`src/rtl/mem_arbiter.sv`:
```
// mem_arbiter
//   Arbitrates an instruction-fetch port (imem) and a load/store port (dmem)
//   onto a single shared memory bus. Each port holds at most one pending
//   request. A small IDLE/IMEM/DMEM FSM grants the bus to one pending request
//   at a time. An optional grant-cycle timeout aborts stalled accesses.
//
// Parameters
//   DMEM_FIRST  1: dmem wins when both ports are pending, 0: imem wins
//   TIMEOUT     grant cycles before an access is aborted (0 = never)
//
// Ports
//   clk, reset                 clock, async active-high reset
//   imem_address/enable        fetch request (captured on enable)
//   imem_data, imem_wait       fetched word, fetch outstanding
//   dmem_address/enable        data request (captured on enable with rd|wr)
//   dmem_write_data/enable/mode  store request fields
//   dmem_read_enable/mode      load request fields
//   dmem_read_data, dmem_wait  raw load word, data access outstanding
//   bus_valid/write/mode/address/write_data  shared bus request
//   bus_read_data, bus_ready   bus response, ready completes the request
//   bus_error                  sticky timeout flag
module mem_arbiter #(
  parameter int DMEM_FIRST = 1,
  parameter int TIMEOUT    = 0
) (
  input  logic        clk,
  input  logic        reset,
  // fetch port
  input  logic [31:0] imem_address,
  input  logic        imem_enable,
  output logic [31:0] imem_data,
  output logic        imem_wait,
  // data port
  input  logic [31:0] dmem_address,
  input  logic        dmem_enable,
  input  logic [31:0] dmem_write_data,
  output logic [31:0] dmem_read_data,
  input  logic        dmem_write_enable,
  input  logic [2:0]  dmem_write_mode,
  input  logic        dmem_read_enable,
  input  logic [2:0]  dmem_read_mode,
  output logic        dmem_wait,
  // shared bus
  output logic        bus_valid,
  output logic        bus_write,
  output logic [2:0]  bus_mode,
  output logic [31:0] bus_address,
  output logic [31:0] bus_write_data,
  input  logic [31:0] bus_read_data,
  input  logic        bus_ready,
  output logic        bus_error
);

  typedef enum logic [1:0] {IDLE, IMEM, DMEM} state_t;

  typedef struct packed {
    logic        pend;
    logic [31:0] addr;
  } ireq_t;

  typedef struct packed {
    logic        pend;
    logic [31:0] addr;
    logic [31:0] data;
    logic        write;
    logic [2:0]  mode;
  } dreq_t;

  // Counter only has to reach TIMEOUT-1; keep at least one bit so the
  // design still elaborates with the timeout disabled.
  localparam int             CW      = (TIMEOUT > 1) ? $clog2(TIMEOUT) : 1;
  localparam logic [CW-1:0]  TO_LAST = CW'((TIMEOUT > 0) ? TIMEOUT - 1 : 0);
  localparam logic [2:0]     FETCH_MODE = 3'b010;

  state_t        state;
  ireq_t         ireq;
  dreq_t         dreq;
  logic [CW-1:0] to_cnt;
  logic          err;

  logic          i_strobe, d_strobe;
  logic          granted, timed_out, done;
  logic          i_done, d_done;
  logic          i_cap, d_cap;
  logic          i_pend_nx, d_pend_nx;
  logic [31:0]   rd_word;

  always_comb begin
    i_strobe  = imem_enable;
    d_strobe  = dmem_enable && (dmem_read_enable || dmem_write_enable);
    granted   = (state != IDLE);
    // Timeout fires on the TIMEOUT-th grant cycle only if ready is absent,
    // so a ready arriving in that last cycle still returns real data.
    timed_out = (TIMEOUT > 0) && granted && !bus_ready && (to_cnt == TO_LAST);
    done      = granted && (bus_ready || timed_out);
    i_done    = done && (state == IMEM);
    d_done    = done && (state == DMEM);
    // A strobe is taken when the port is free, or on the very edge that
    // retires the port's current request.
    i_cap     = i_strobe && (!ireq.pend || i_done);
    d_cap     = d_strobe && (!dreq.pend || d_done);
    // Pending view used by IDLE arbitration: includes a strobe captured on
    // this same edge, so a fresh request is granted in the next cycle.
    i_pend_nx = ireq.pend || i_strobe;
    d_pend_nx = dreq.pend || d_strobe;
    rd_word   = timed_out ? 32'h0 : bus_read_data;
  end

  always_ff @(posedge clk or posedge reset) begin
    if (reset) begin
      state          <= IDLE;
      ireq           <= '0;
      dreq           <= '0;
      imem_data      <= '0;
      dmem_read_data <= '0;
      err            <= 1'b0;
      to_cnt         <= '0;
    end else begin
      // request capture / retire
      if (i_cap) begin
        ireq.pend <= 1'b1;
        ireq.addr <= imem_address;
      end else if (i_done) begin
        ireq.pend <= 1'b0;
      end

      if (d_cap) begin
        dreq.pend  <= 1'b1;
        dreq.addr  <= dmem_address;
        dreq.data  <= dmem_write_data;
        dreq.write <= dmem_write_enable;
        dreq.mode  <= dmem_write_enable ? dmem_write_mode : dmem_read_mode;
      end else if (d_done) begin
        dreq.pend <= 1'b0;
      end

      // response data; stores leave the load register untouched
      if (i_done)                imem_data      <= rd_word;
      if (d_done && !dreq.write) dmem_read_data <= rd_word;
      if (timed_out)             err            <= 1'b1;

      unique case (state)
        IDLE: begin
          to_cnt <= '0;
          if (d_pend_nx && ((DMEM_FIRST != 0) || !i_pend_nx)) state <= DMEM;
          else if (i_pend_nx)                                  state <= IMEM;
        end
        IMEM, DMEM: begin
          // always pass through IDLE between grants
          if (done) begin
            state  <= IDLE;
            to_cnt <= '0;
          end else begin
            to_cnt <= to_cnt + 1'b1;
          end
        end
        default: state <= IDLE;
      endcase
    end
  end

  // Bus fields come straight from state and the pending registers, which
  // cannot change while granted, so they are stable until completion.
  always_comb begin
    bus_valid      = granted;
    bus_write      = 1'b0;
    bus_mode       = 3'b000;
    bus_address    = 32'h0;
    bus_write_data = 32'h0;
    if (state == DMEM) begin
      bus_write      = dreq.write;
      bus_mode       = dreq.mode;
      bus_address    = dreq.addr;
      bus_write_data = dreq.data;
    end else if (state == IMEM) begin
      bus_mode       = FETCH_MODE;
      bus_address    = ireq.addr;
    end
  end

  assign imem_wait = ireq.pend;
  assign dmem_wait = dreq.pend;
  assign bus_error = err;

endmodule

```
`config.mk`:
```
export PLATFORM = sky130hd
export DESIGN_NAME = mem_arbiter
export DESIGN_NICKNAME = d
export VERILOG_FILES = /design/src/rtl/mem_arbiter.sv
export SDC_FILE = /design/constraint.sdc
export NUM_CORES = 1
export LEC_CHECK = 0
export CAP_MARGIN = 25
export CORE_MARGIN = 1
export CORE_UTILIZATION = 40
export DETAILED_ROUTE_END_ITERATION = 12
export GPL_ROUTABILITY_DRIVEN = 0
export PLACE_DENSITY = 0.84
export RECOVER_POWER = 50
export SLEW_MARGIN = 20
export SYNTH_ARGS = -nofsm -noshare
export SYNTH_HDL_FRONTEND = slang
export SYNTH_SLANG_ARGS = --single-unit
```
`constraint.sdc`:
```
create_clock -name clk -period 5.2 [get_ports clk]
set_input_delay 1.04 -clock clk [delete_from_list [all_inputs] [get_ports clk]]
set_output_delay 1.04 -clock clk [all_outputs]
set_load 0.05 [all_outputs]
```
==> flow_metrics.tcl, run 1 <==
set metrics [dict create \
    cp.arrival_ns 3.22 \
    grt_pass1_vias 5393 \
    coreArea_sq_mm 0.0174 \
    worst_ir_drop_vdd_mv 0.462 \
    setup-tns-final_ns 0 \
    cts_resized 0 \
    seq_area_frac_synth_pct 59.1 \
    n_antenna_cell 0 \
    synth_top_area_cell "dfrtp_1" \
    chipHeight_um 135 \
    cts_tree "built" \
    skew_ns 0.0104 \
    drive_gt1_share_pct 23.4 \
    antenna_left 0 \
    num_rows 48 \
    violations "capacitance limit, slew limit" \
    fmax_ghz 0.235 \
    routed_via_density 4.79 \
    synth-seq-cells 168 \
    dieArea_sq_mm 0.0183 \
    switchingPower_w 0.00337 \
    cts.sinks 168 \
    antenna_found_initial 0 \
    dr_wl_met2_um 8220 \
    insertion_delay_ns 0.42 \
    drt-total-wl_um 17600 \
    fin_nets 940 \
    synth_area_leaders "dfrtp_1, mux2_2, nand2_1" \
    gr-usage-all-layers_pct 20.0 \
    final-max-slew-violation-count 221 \
    yosysTopAreaCellShare_pct 59.1 \
    die_x_um 135 \
    synth_edf_count 0 \
    finalWorstSetupSlack_ns 0.945 \
    status "finished, violations left" \
    drtIter0Drc 175 \
    syn_area_sq_mm 0.00712 \
    wl_per_cell_um 17.0 \
    r2r_slack_ns 1.26 \
    p_leak_nw 4.43 \
    rsz0062_at_grt "false" \
    critPathMaxFanout 22 \
    hold_start "dreq[44]" \
    yosys_warnings 0 \
    start_kind "flip-flop" \
    synth_cells 527 \
    avgSynthCellArea_sq_um 13.5 \
    worstMarginPinSlew_ns 2.32 \
    portBuffers 275 \
    clk_pin_slew_ns 0.06 \
    cts-buffers-inserted 17 \
    worst_hold_path.endpoint "dreq[44]" \
    drt-met1-wl_um 7210 \
    synth_nets 671 \
    r2r_end "dreq[15]" \
    combPwrFrac_pct 53.3 \
    swShare_pct 44.0 \
    p_int_w 0.00429 \
    dp_slack_ns 1.35 \
    grt_overflow 0 \
    postCtsSetupBuffers 0 \
    relSlewSlack_pct -54.7 \
    cap_violations 3 \
    grt_pass1_wl_um 27900 \
    post-route-drc-count 0 \
    io_pins 277 \
    clockBufferDepth 2 \
    seq_power_share_pct 29.7 \
    synthTopCellsByCount "dfrtp_1, mux2_2, nand2_1, and2_1, o21ai_0" \
    yosysUniqueCellTypes 28 \
    cts_hold_buffers 0 \
    async_reset_ff_share_pct 100 \
    grt_max_degree 169 \
    hp-class "reg2reg" \
    vias 4952 \
    route.met3.wl_um 1870 \
    path_class "reg2out" \
    period_share_pct 81.8 \
    initial_core_util_pct 41.0 \
    cts-root-buf "clkbuf_16" \
    required_ns 4.16 \
    area_growth_pct 49.8 \
    hold_viol_final 0 \
    whs_path_depth 1 \
    top_layer "met4" \
    clkPwrFrac_pct 16.9 \
    firstDrtPassIters 4 \
    dpl.hpwl_um 12200 \
    r2r_start "state[0]" \
    end_kind "output port" \
    ctsHtreeMaxLevel 4 \
    setup_viol 0 \
    power.density_mw_per_mm2 718 \
    synth_flop_cell "dfrtp_1" \
    finalCriticalPeriod_ns 4.26 \
    r2r_cells 7 \
    yosysMostFrequentCell "dfrtp_1" \
]
## layout by cell type, fill, tap and decap left out, types with 3 or more instances in the layout
| cell | instances |
|---|---|
| buf_12 | 3 |
| dfrtp_1 | 168 |
| inv_1 | 5 |
| clkbuf_16 | 17 |
| clkdlybuf4s50_1 | 259 |
| mux2_1 | 21 |
| mux2_2 | 146 |
| o21ai_0 | 32 |
| nand2_1 | 65 |
| dlygate4sd3_1 | 16 |
| inv_6 | 4 |
| clkbuf_8 | 3 |
| and2_1 | 36 |
## stage by stage
stage / utilization [%] / total power (W) / std cells / area, sq um / hold WS, ns
after detailed placement: 58.0 / 0.00642 / 1001 / 10100 / 0.476
after CTS: 61.5 / 0.00775 / 1033 / 10700 / 0.491
final: 61.4 / 0.00766 / 1034 / 10700 / 0.487
after floorplan: - / 0.00504 / 527 / 7120 / 0.458
after global placement: 57.9 / 0.00634 / 1000 / 10100 / 0.468
after global routing: 61.4 / 0.00804 / 1034 / 10700 / 0.511
## area by class of cell
type	instances	area, sq um
repair buffers	282	2850
fillers	1373	6700
clock buffers	21	470
inverters	6	26.3
flip-flops and latches	168	4200
clock inverters	11	136
multi-input cells	321	2690
well taps	225	282
## cell families (layout without fill, tap and decap cells)
group | after synthesis | after routing | synth area share, %
fa+ha+maj | 3 | 3 | 0.527
simple gates | 107 | 107 | 7.47
other cells | 1 | 1 | 0.0527
compound gates | 43 | 43 | 3.57
flops | 168 | 168 | 59.1
mux | 167 | 167 | 26.4
buf+inv | 38 | 320 | 2.88
## state kept, by name, indices dropped and copies added, names as in the netlist
register        flops
ireq               32
imem_data          32
dreq               68
imem_wait           1
state               2
dmem_read_data     32
dmem_wait           1
## critical path, cell delays in order (launching register included)
cell	delay [ns]
dfrtp_1	0.38
inv_1	0.12
ha_1	0.84
buf_4	0.34
nand2_1	0.06
o21ai_0	0.20
clkdlybuf4s50_1	0.84
## how the worst max path moves through the flow
stage                     startpoint              end  slack (ns)  cells after the start
after global placement      state[1]   bus_address[4]        1.41                      6
after detailed placement    state[1]   bus_address[5]        1.35                      6
after CTS                   state[1]   bus_address[5]        0.88                      6
after global routing        state[1]   bus_address[5]        0.77                      6
final                       state[1]   bus_address[5]        0.94                      6
after floorplan             state[1]  bus_address[10]        1.99                      6
## power by group through the flow
stage | clock (W) | sequential (W) | combinational (W)
finish | 0.00130 | 0.00227 | 0.00408
global placement | 0 | 0.00227 | 0.00407
detailed placement | 0 | 0.00230 | 0.00412
floorplan | 0 | 0.00310 | 0.00193
CTS | 0.00133 | 0.00228 | 0.00413
global route | 0.00139 | 0.00236 | 0.00429
## per-layer routing
| metal | track usage, % | vias up |
|---|---|---|
| met3 | 9.43 | 17 |
| li1 | - | 2342 |
| met4 | 7.12 | 0 |
| met5 | 0 | - |
| met1 | 23.5 | 2409 |
| met2 | 31.8 | 184 |
No activity file was read; power rests on OpenSTA's default activity.
==> run 2, diff against run 1 <==
CORE_UTILIZATION = 44   (was 40)
PLACE_DENSITY = 0.88   (was 0.84)
clock period = 4 ns   (was 5.2 ns; I/O delays follow)
==> run 2 against run 1 <==
The flow still finishes with violations (capacitance limit, slew limit). Sequential power rose by 30%. Setup slack worse by 0.49 ns. Via count grew 1.5%. Register-to-register slack lost 0.54 ns. Flip-flop and latch count is the same. Non-clock buffer count up 3. Clock skew is 0.00092 ns lower. Utilization rose by 5.9 points. Routed wire length rose by 1.1%. Cell count down 0.77%. Combinational power increased by 31%. Final area is essentially flat.
==> flow_metrics.tcl, run 2 (synthesis results as in run 1) <==
set metrics [dict create \
    status "finished, violations left" \
    violations "capacitance limit, slew limit" \
    wl_per_cell_um 17.3 \
    r2r_start "state[1]" \
    cts.sinks 168 \
    dieArea_sq_mm 0.0167 \
    r2r_slack_ns 0.72 \
    hp-class "reg2reg" \
    start_kind "flip-flop" \
    coreArea_sq_mm 0.0158 \
    worst_ir_drop_vdd_mv 0.642 \
    initial_core_util_pct 45.0 \
    worstMarginPinSlew_ns 1.92 \
    relSlewSlack_pct -27.9 \
    die_x_um 129 \
    cts_resized 0 \
    cts_tree "built" \
    fin_nets 943 \
    num_rows 46 \
    final_area_sq_mm 0.0107 \
    swShare_pct 43.6 \
    seq_power_share_pct 29.7 \
    clk_pin_slew_ns 0.06 \
    antenna_left 0 \
    firstDrtPassIters 4 \
    path_class "reg2out" \
    combPwrFrac_pct 53.5 \
    io_pins 277 \
    clockBufferDepth 2 \
    required_ns 3.20 \
    period_share_pct 88.7 \
    r2r_end "ireq[9]" \
    largest_reg_flops 68 \
    top_usage_layer "met2" \
    cts-root-buf "clkbuf_16" \
    fmax_ghz 0.282 \
    finalCriticalPeriod_ns 3.55 \
    gr-usage-all-layers_pct 22.0 \
    grt_overflow 0 \
    switchingPower_w 0.00435 \
    vias 5026 \
    crit_end "bus_mode[1]" \
    rsz0062_at_grt "false" \
    place_area_sq_mm 0.0101 \
    crit_path_start "state[0]" \
    ctsHtreeMaxLevel 4 \
    drive_gt1_share_pct 23.3 \
    post-route-drc-count 0 \
    final-max-slew-violation-count 67 \
    cts-buffers-inserted 17 \
    cap_violations 2 \
    cts_hold_buffers 0 \
    insertion_delay_ns 0.42 \
    routed_via_density 4.90 \
    end_kind "output port" \
    power.density_mw_per_mm2 935 \
    r2r_cells 7 \
    hold_start "dreq[50]" \
    layout_common_cells "clkdlybuf4s50_1, dfrtp_1, mux2_2, nand2_1, and2_1" \
    postCtsSetupBuffers 0 \
    cpPeakStageDelay_ns 0.71 \
    final_common_cell "clkdlybuf4s50_1" \
    n_antenna_cell 0 \
    cp.arrival_ns 2.75 \
    clkPwrFrac_pct 16.8 \
    grt_pass1_vias 5367 \
    hold_viol_final 0 \
    p_leak_nw 4.43 \
    chipHeight_um 129 \
    setup-tns-final_ns 0 \
    skew_ns 0.00946 \
    portBuffers 275 \
    use_met2_pct 36.9 \
    dpl.hpwl_um 12600 \
    setup_viol 0 \
    top_register "dreq" \
    p_int_w 0.00562 \
    area_growth_pct 49.8 \
    fill_cells 1142 \
    grt_pass1_wl_um 27500 \
    worst_path_max_delay_cell "clkdlybuf4s50_1" \
    grt_max_degree 75 \
    antenna_found_initial 0 \
    path_cells "inv_1, ha_2, buf_12, mux2_2, clkdlybuf4s50_1" \
    drtIter0Drc 184 \
    critPathMaxFanout 33 \
    drt-total-wl_um 17800 \
    grt_use_met3_pct 10.7 \
    gr-usage-met1_pct 24.2 \
]
-- run 2: through the flow --
step / total power, W / instances / hold WS (ns) / utilization [%] / setup slack (ns)
2_1_floorplan: 0.00655 / 527 / 0.458 / - / 1.03
3_3_place_gp: 0.00824 / 996 / 0.468 / 63.8 / 0.893
3_5_place_dp: 0.00835 / 996 / 0.475 / 63.8 / 0.865
4_1_cts: 0.0101 / 1026 / 0.489 / 67.6 / 0.408
5_1_grt: 0.0104 / 1026 / 0.504 / 67.4 / 0.286
6_report: 0.00997 / 1026 / 0.485 / 67.4 / 0.451
-- run 2: per-layer routing --
metal,routed length [um],share of wire (%),up-vias
li1,-,-,2350
met1,6890,39,2457
met2,8670,49,195
met3,1890,11,24
met4,336,1.9,0
met5,0,0,-
-- run 2: cell type report --
type / count / area [sq um] / area share [%]
multi-input combinational: 321 / 2690 / 25.3
timing repair buffer: 285 / 2870 / 26.9
sequential: 168 / 4200 / 39.4
clock buffer: 20 / 457 / 4.28
inverter: 6 / 23.8 / 0.223
tap: 216 / 270 / 2.53
clock inverter: 10 / 145 / 1.36
-- run 2: worst min path at each step --
stage,endpoint,depth (start not counted)
floorplan,dreq[43],1
global placement,dreq[55],1
detailed placement,dreq[49],1
CTS,dreq[47],1
global route,dreq[54],1
finish,dreq[50],1
-- run 2: power by group through the flow --
stage	Sequential (W)	Combinational, W	Clock [W]
floorplan	0.00404	0.00251	0
global placement	0.00295	0.00529	0
detailed placement	0.00299	0.00536	0
CTS	0.00297	0.00538	0.00172
global route	0.00307	0.00559	0.00177
finish	0.00296	0.00533	0.00167
-- run 2: critical path: cells and delay by family, from the launching register on --
family     cells  cell delay [ns]
fa+ha+maj      1             0.53
buf+inv        3             1.06
flops          1             0.38
mux            1             0.34
